### src/rtl/uart_pkg.sv
`timescale 1ns/1ps
// uart_pkg: definitions shared by the UART transmitter and receiver.
//   DATA_BITS        - payload width of one serial frame (8N1).
//   uart_rx_state_t  - receiver line state machine encoding.
//   shift_in_lsb     - shift one serial bit into a frame register, LSB first.
package uart_pkg;

  localparam int DATA_BITS = 8;

  typedef enum logic [2:0] {
    IDLE      = 3'd0,
    START     = 3'd1,
    DATA      = 3'd2,
    STOP      = 3'd3,
    WAIT_HIGH = 3'd4
  } uart_rx_state_t;

  // Bits arrive LSB first, so each new bit enters at the MSB end and
  // the earliest bit ends up in bit 0 after DATA_BITS shifts.
  function automatic logic [DATA_BITS-1:0] shift_in_lsb(
    input logic [DATA_BITS-1:0] sr,
    input logic                 b
  );
    return {b, sr[DATA_BITS-1:1]};
  endfunction

endpackage

### src/rtl/sync_2ff.sv
`timescale 1ns/1ps
// sync_2ff: two-flop synchronizer for a single asynchronous input.
//   clk - destination clock
//   rst - synchronous active-high reset; both flops load RST_VAL
//   d   - asynchronous input
//   q   - synchronized output (second flop)
module sync_2ff #(
  parameter logic RST_VAL = 1'b1
) (
  input  logic clk,
  input  logic rst,
  input  logic d,
  output logic q
);

  logic meta_r;
  logic q_r;

  // Two-stage capture; only the second stage is used downstream.
  always_ff @(posedge clk) begin
    if (rst) begin
      meta_r <= RST_VAL;
      q_r    <= RST_VAL;
    end else begin
      meta_r <= d;
      q_r    <= meta_r;
    end
  end

  assign q = q_r;

endmodule

### src/rtl/uart_rx.sv
`timescale 1ns/1ps
// uart_rx: 8N1 serial receiver with a one-entry output holding register.
//   clk       - system clock, rising edge
//   rst       - synchronous active-high reset
//   rx        - asynchronous serial line, idle high, LSB first
//   data      - received byte, stable while valid is high
//   valid     - data holds an unconsumed byte
//   ready     - consumer takes data when valid && ready at a rising edge
//   frame_err - one-cycle pulse when the stop bit is sampled low
//   overrun   - one-cycle pulse when a completed byte is dropped because
//               the previous one was still unconsumed
module uart_rx
  import uart_pkg::*;
#(
  parameter int CLOCKS_PER_BIT = 5
) (
  input  logic                 clk,
  input  logic                 rst,
  input  logic                 rx,
  output logic [DATA_BITS-1:0] data,
  output logic                 valid,
  input  logic                 ready,
  output logic                 frame_err,
  output logic                 overrun
);

  localparam int CNT_W = $clog2(CLOCKS_PER_BIT);
  localparam logic [CNT_W-1:0] CNT_ZERO      = {CNT_W{1'b0}};
  localparam logic [CNT_W-1:0] CNT_ONE       = {{(CNT_W-1){1'b0}}, 1'b1};
  localparam logic [CNT_W-1:0] CNT_BIT_LAST  = CNT_W'(CLOCKS_PER_BIT - 1);
  localparam logic [CNT_W-1:0] CNT_HALF_LAST = CNT_W'(CLOCKS_PER_BIT / 2 - 1);
  localparam logic [2:0]       IDX_ZERO      = 3'd0;
  localparam logic [2:0]       IDX_ONE       = 3'd1;
  localparam logic [2:0]       IDX_LAST      = 3'(DATA_BITS - 1);

  logic                 rx_s;
  uart_rx_state_t       state_r;
  uart_rx_state_t       state_next_s;
  logic [CNT_W-1:0]     cnt_r;
  logic [CNT_W-1:0]     cnt_next_s;
  logic [2:0]           idx_r;
  logic [2:0]           idx_next_s;
  logic [DATA_BITS-1:0] shift_r;
  logic [DATA_BITS-1:0] shift_next_s;
  logic                 deliver_s;
  logic                 ferr_s;
  logic [DATA_BITS-1:0] data_r;
  logic                 valid_r;
  logic                 frame_err_r;
  logic                 overrun_r;

  sync_2ff #(
    .RST_VAL(1'b1)
  ) u_sync (
    .clk(clk),
    .rst(rst),
    .d  (rx),
    .q  (rx_s)
  );

  // Line state machine registers.
  always_ff @(posedge clk) begin
    if (rst) begin
      state_r <= IDLE;
      cnt_r   <= CNT_ZERO;
      idx_r   <= IDX_ZERO;
      shift_r <= {DATA_BITS{1'b0}};
    end else begin
      state_r <= state_next_s;
      cnt_r   <= cnt_next_s;
      idx_r   <= idx_next_s;
      shift_r <= shift_next_s;
    end
  end

  // Next-state logic: the bit-cycle counter runs freely inside a state and
  // is cleared whenever a sample is taken, so every sample lands one full
  // bit period after the previous one, starting from mid start bit.
  always_comb begin
    state_next_s = state_r;
    cnt_next_s   = cnt_r + CNT_ONE;
    idx_next_s   = idx_r;
    shift_next_s = shift_r;
    deliver_s    = 1'b0;
    ferr_s       = 1'b0;
    case (state_r)
      IDLE: begin
        cnt_next_s = CNT_ZERO;
        idx_next_s = IDX_ZERO;
        if (!rx_s) begin
          state_next_s = START;
        end else begin
          state_next_s = IDLE;
        end
      end
      START: begin
        if (cnt_r == CNT_HALF_LAST) begin
          cnt_next_s = CNT_ZERO;
          idx_next_s = IDX_ZERO;
          // A start bit that is already high again at mid-bit is a glitch.
          if (!rx_s) begin
            state_next_s = DATA;
          end else begin
            state_next_s = IDLE;
          end
        end else begin
          state_next_s = START;
        end
      end
      DATA: begin
        if (cnt_r == CNT_BIT_LAST) begin
          cnt_next_s   = CNT_ZERO;
          shift_next_s = shift_in_lsb(shift_r, rx_s);
          if (idx_r == IDX_LAST) begin
            idx_next_s   = IDX_ZERO;
            state_next_s = STOP;
          end else begin
            idx_next_s   = idx_r + IDX_ONE;
            state_next_s = DATA;
          end
        end else begin
          state_next_s = DATA;
        end
      end
      STOP: begin
        if (cnt_r == CNT_BIT_LAST) begin
          cnt_next_s = CNT_ZERO;
          if (rx_s) begin
            deliver_s    = 1'b1;
            state_next_s = IDLE;
          end else begin
            ferr_s       = 1'b1;
            state_next_s = WAIT_HIGH;
          end
        end else begin
          state_next_s = STOP;
        end
      end
      WAIT_HIGH: begin
        // A held-low line (break) must not be mistaken for a new start bit.
        cnt_next_s = CNT_ZERO;
        if (rx_s) begin
          state_next_s = IDLE;
        end else begin
          state_next_s = WAIT_HIGH;
        end
      end
      default: begin
        state_next_s = IDLE;
        cnt_next_s   = CNT_ZERO;
        idx_next_s   = IDX_ZERO;
      end
    endcase
  end

  // Output holding register and status pulses. A delivery in the same
  // cycle as a consumption replaces the byte, so no overrun is flagged.
  always_ff @(posedge clk) begin
    if (rst) begin
      data_r      <= {DATA_BITS{1'b0}};
      valid_r     <= 1'b0;
      frame_err_r <= 1'b0;
      overrun_r   <= 1'b0;
    end else begin
      frame_err_r <= ferr_s;
      overrun_r   <= 1'b0;
      if (deliver_s) begin
        if (!valid_r || ready) begin
          data_r  <= shift_r;
          valid_r <= 1'b1;
        end else begin
          overrun_r <= 1'b1;
        end
      end else if (valid_r && ready) begin
        valid_r <= 1'b0;
      end else begin
        valid_r <= valid_r;
      end
    end
  end

  assign data      = data_r;
  assign valid     = valid_r;
  assign frame_err = frame_err_r;
  assign overrun   = overrun_r;

endmodule

### config.mk
export PLATFORM = sky130hd
export DESIGN_NAME = uart_rx
export DESIGN_NICKNAME = d
export VERILOG_FILES = /design/src/rtl/uart_pkg.sv /design/src/rtl/sync_2ff.sv /design/src/rtl/uart_rx.sv
export SDC_FILE = /design/constraint.sdc
export NUM_CORES = 1
export LEC_CHECK = 0
export BUFFER_PORTS_ARGS = -buffer_cell sky130_fd_sc_hd__buf_4
export CORE_MARGIN = 2
export CORE_UTILIZATION = 40
export CTS_CLUSTER_DIAMETER = 120
export DETAILED_ROUTE_END_ITERATION = 12
export GPL_ROUTABILITY_DRIVEN = 0
export PLACE_DENSITY = 0.64
export SLEW_MARGIN = 10
export SYNTH_ARGS = -nofsm -noshare
export SYNTH_HDL_FRONTEND = slang
export SYNTH_SLANG_ARGS = --single-unit
### constraint.sdc
create_clock -name clk -period 1.8 [get_ports clk]
set_input_delay 0.27 -clock clk [delete_from_list [all_inputs] [get_ports clk]]
set_output_delay 0.27 -clock clk [all_outputs]
set_load 0.05 [all_outputs]
==> key figures <==
Clocking
  – H-tree levels: 2
  – Clock Root Buffer: clkbuf_4
  – CTS Sinks: 30
  – Later-pin clock latency in the skew report: 0.33 ns
  – Reg clk slew, reported paths: 0.09 ns
  – CTS tree: yes
  – CTS Buf Count: 5
  – Max Root-Sink Buffers: 2
  – Post-CTS Setup Inserts: 0

STA
  – Min cycle time layout: 1.66 ns
  – Fin. Hold Viols: 0
  – Max Transition Viols Final: 0
  – Relative max-transition margin: 79.2%
  – FMAX: 0.602 GHz
  – Worst Tran Pin Value: 0.312 ns
  – TNS Setup: 0 ns
  – Final setup fails: 0
  – Worst setup margin: 0.139 ns
  – Final setup skew: 0.00700 ns
  – Fin crit share: 92.3%
  – RSZ-0062 raised after global routing: no

Outcome
  – Status: finished, final reports clean

Place
  – Post-Place Worst Slack: 0.0473 ns
  – Final HPWL DP: 1420 um
  – Port Buf Inserts: 14
  – Placed Instances: 172

GRT
  – Gr ovfl total: 0
  – First-pass GRT wire length: 3480 um
  – Antenna violations before repair: 0
  – Largest net degree at the start of global routing: 25
  – Tot GR Track Use: 13.5%
  – Number of global-route vias before repair: 796

Yosys
  – Ys async rst share: 0%
  – Post-Synth Simple-Gate Area: 21.1%
  – Seq/Total Area, Yosys: 48.0%
  – Number of synthesized flops with an enable pin: 0
  – Syn avg cell area: 9.62 um^2
  – Mapped Cells: 130
  – Syn Std Cell Area: 1250 um^2
  – Multiplexer share of the synthesized area: 13.6%
  – Post-synthesis xor/xnor area fraction: 0.700%
  – Main synth FF type: dfxtp_1
  – Adder-Cell Fraction of Synth Area: 5.00%
  – Compound-Gate Fraction of Synth Area: 6.00%
  – Area contributors post-synth: dfxtp_1 48%, mux2i_1 14%, nor2_1 6.9%
  – Cell accounting for the most synthesized area: dfxtp_1
  – Yosys reg bits: 30
  – Yosys cell types: 33
  – Syn_nets: 139
  – Share of the synthesized area in the top cell type: 48.0%
  – Largest family of logic cells by synthesized area: simple AND/OR/NAND/NOR gates
  – Yosys warning total: 0

Power and ir drop
  – Total power: 1.08 mW
  – P_sw: 0.254 mW
  – Cell Int Power: 0.823 mW
  – Pwr dens: 753 nW/um^2
  – Clock power share: 34.2%
  – Part of the power in registers: 62.3%
  – VDD IR-drop max: 0.396 mV
  – Static Leak: 0.611 nW
  – Net Sw Frac: 23.6%
  – Logic pwr share: 3.5%

Cells and area
  – Fill count: 293
  – Final nets: 155
  – Layout Cells excl Fill: 179
  – Most frequent cells in the layout: 30 x dfxtp_1, 23 x nor2_1, 17 x mux2i_1, 15 x buf_4
  – Share of cells above drive strength 1: 19.2%
  – ANT cells: 0
  – Layout area overhead: 14.3%
  – Core Util, Final: 47.6%
  – Most common cell after layout, fill and taps aside: dfxtp_1

Floorplan
  – Core Box Area: 3000 um^2
  – Starting density of the core: 41.7%
  – Top Ports: 15
  – Die W: 59.9 um
  – Die footprint: 3590 um^2
  – Die height: 59.9 um
  – Placement Rows: 20

Routing
  – First-pass DRT Iterations: 4
  – DRT Wirelength: 2040 um
  – Drt wl/cell: 11.4 um
  – Antenna-violating nets left: 0
  – Initial drt markers: 38
  – DR vias: 906
  – Vias per Instance: 5.06
  – DRC Markers: 0

Worst setup path
  – Critical Path Start Type: flip-flop
  – WS Path Type: reg2reg
  – Worst Path Required: 2.03 ns
  – CP endpoint kind: flip-flop
  – Worst-path maximum fanout: 8
  – WP data arrival: 1.89 ns
  – Buf+Inv Stages, Crit Path: 2
  – Crit path cell chain: inv_1 -> ha_1 -> nand4_1 -> and4bb_1 -> buf_12 -> mux2i_1 -> nor2_1
  – CP delay by family, top: simple AND/OR/NAND/NOR gates
  – Reg-to-Reg Start: cnt_r[0]
  – Slowest-stage cell, CP: dfxtp_1
  – Slowest cell delay on critical path: 0.35 ns
  – Critical path origin: cnt_r[0]

Job
  – Max-Cap Viols: 0

Min path
  – Worst min-delay path class: in2reg
  – Hold path start: rx
## timing repair
action | 4_1_cts | 5_1_grt
setup endpoints to repair | 0 | 8
resized for setup | 0 | 1
hold buffers | 0 | 0
## path summary, 6_finish.rpt
kind	endpoint	cells past startpoint	slack [ns]
worst max register to register	data[1]	7	0.14
worst max-delay path	data[1]	7	0.14
worst min-delay path	u_sync.meta_r	2	0.12
worst min register to register	u_sync.q	1	0.42
## metal layers
metal,GRT usage [%],part of all wire [%],vias up
li1,-,-,471
met1,16.0,47,410
met2,19.7,46,17
met3,5.19,3.8,8
met4,9.52,3.1,0
met5,0,0,-
## power by group through the flow
stage	Combinational [mW]	Clock, mW	Sequential, mW
6_report	0.0372	0.368	0.671
4_1_cts	0.0379	0.376	0.671
2_1_floorplan	0.0260	0	0.685
5_1_grt	0.0423	0.411	0.672
3_3_place_gp	0.0367	0	0.687
3_5_place_dp	0.0373	0	0.687
## registers in the layout (all words and copies together) (netlist names)
name and cells:
state_r 3, shift_r 8, cnt_r 3, frame_err 1, data 8, u_sync.meta_r 1, overrun 1, idx_r 3
valid 1, u_sync.q 1
## per-stage QoR
step                area, um^2  hold slack (ns)
floorplan                 1250            0.374
finish                    1430            0.120
CTS                       1430            0.118
global route              1430            0.113
global placement          1380            0.399
detailed placement        1380            0.404
## synthesized netlist by cell type, types with 2 or more instances
library cell and n:
nor3b_1 2, nor2_1 23, ha_1 5, nand4_1 2, or2_2 3, nand3_1 2, nor3_1 5, buf_2 2
inv_1 6, mux2i_1 17, nand2_1 6, buf_6 2, a21oi_1 3, clkbuf_1 2, dfxtp_1 30, nand2b_1 3
## worst reg2reg max path: stages, from the launching register on
cell      delay (ns)
dfxtp_1         0.35
inv_1           0.06
ha_1            0.27
nand4_1         0.15
and4bb_1        0.35
buf_12          0.14
mux2i_1         0.19
nor2_1          0.05
## cell type report
type,count,area (um^2),share of cell area (%)
multi-input combinational,87,586,40.9
timing repair buffer,16,133,9.27
clock buffer,5,37.5,2.62
inverter,6,22.5,1.57
clock inverter,2,10.0,0.700
tap,33,41.3,2.89
sequential,30,601,42.0
## cell families (layout without fill, tap and decap cells)
logic type      Yosys count  in the layout
compound gates           11             11
xor+xnor                  1              1
fa+ha+maj                 5              5
buf+inv                  13             29
flops                    30             30
mux                      17             17
simple gates             53             53
No activity file was read; power rests on OpenSTA's default activity.
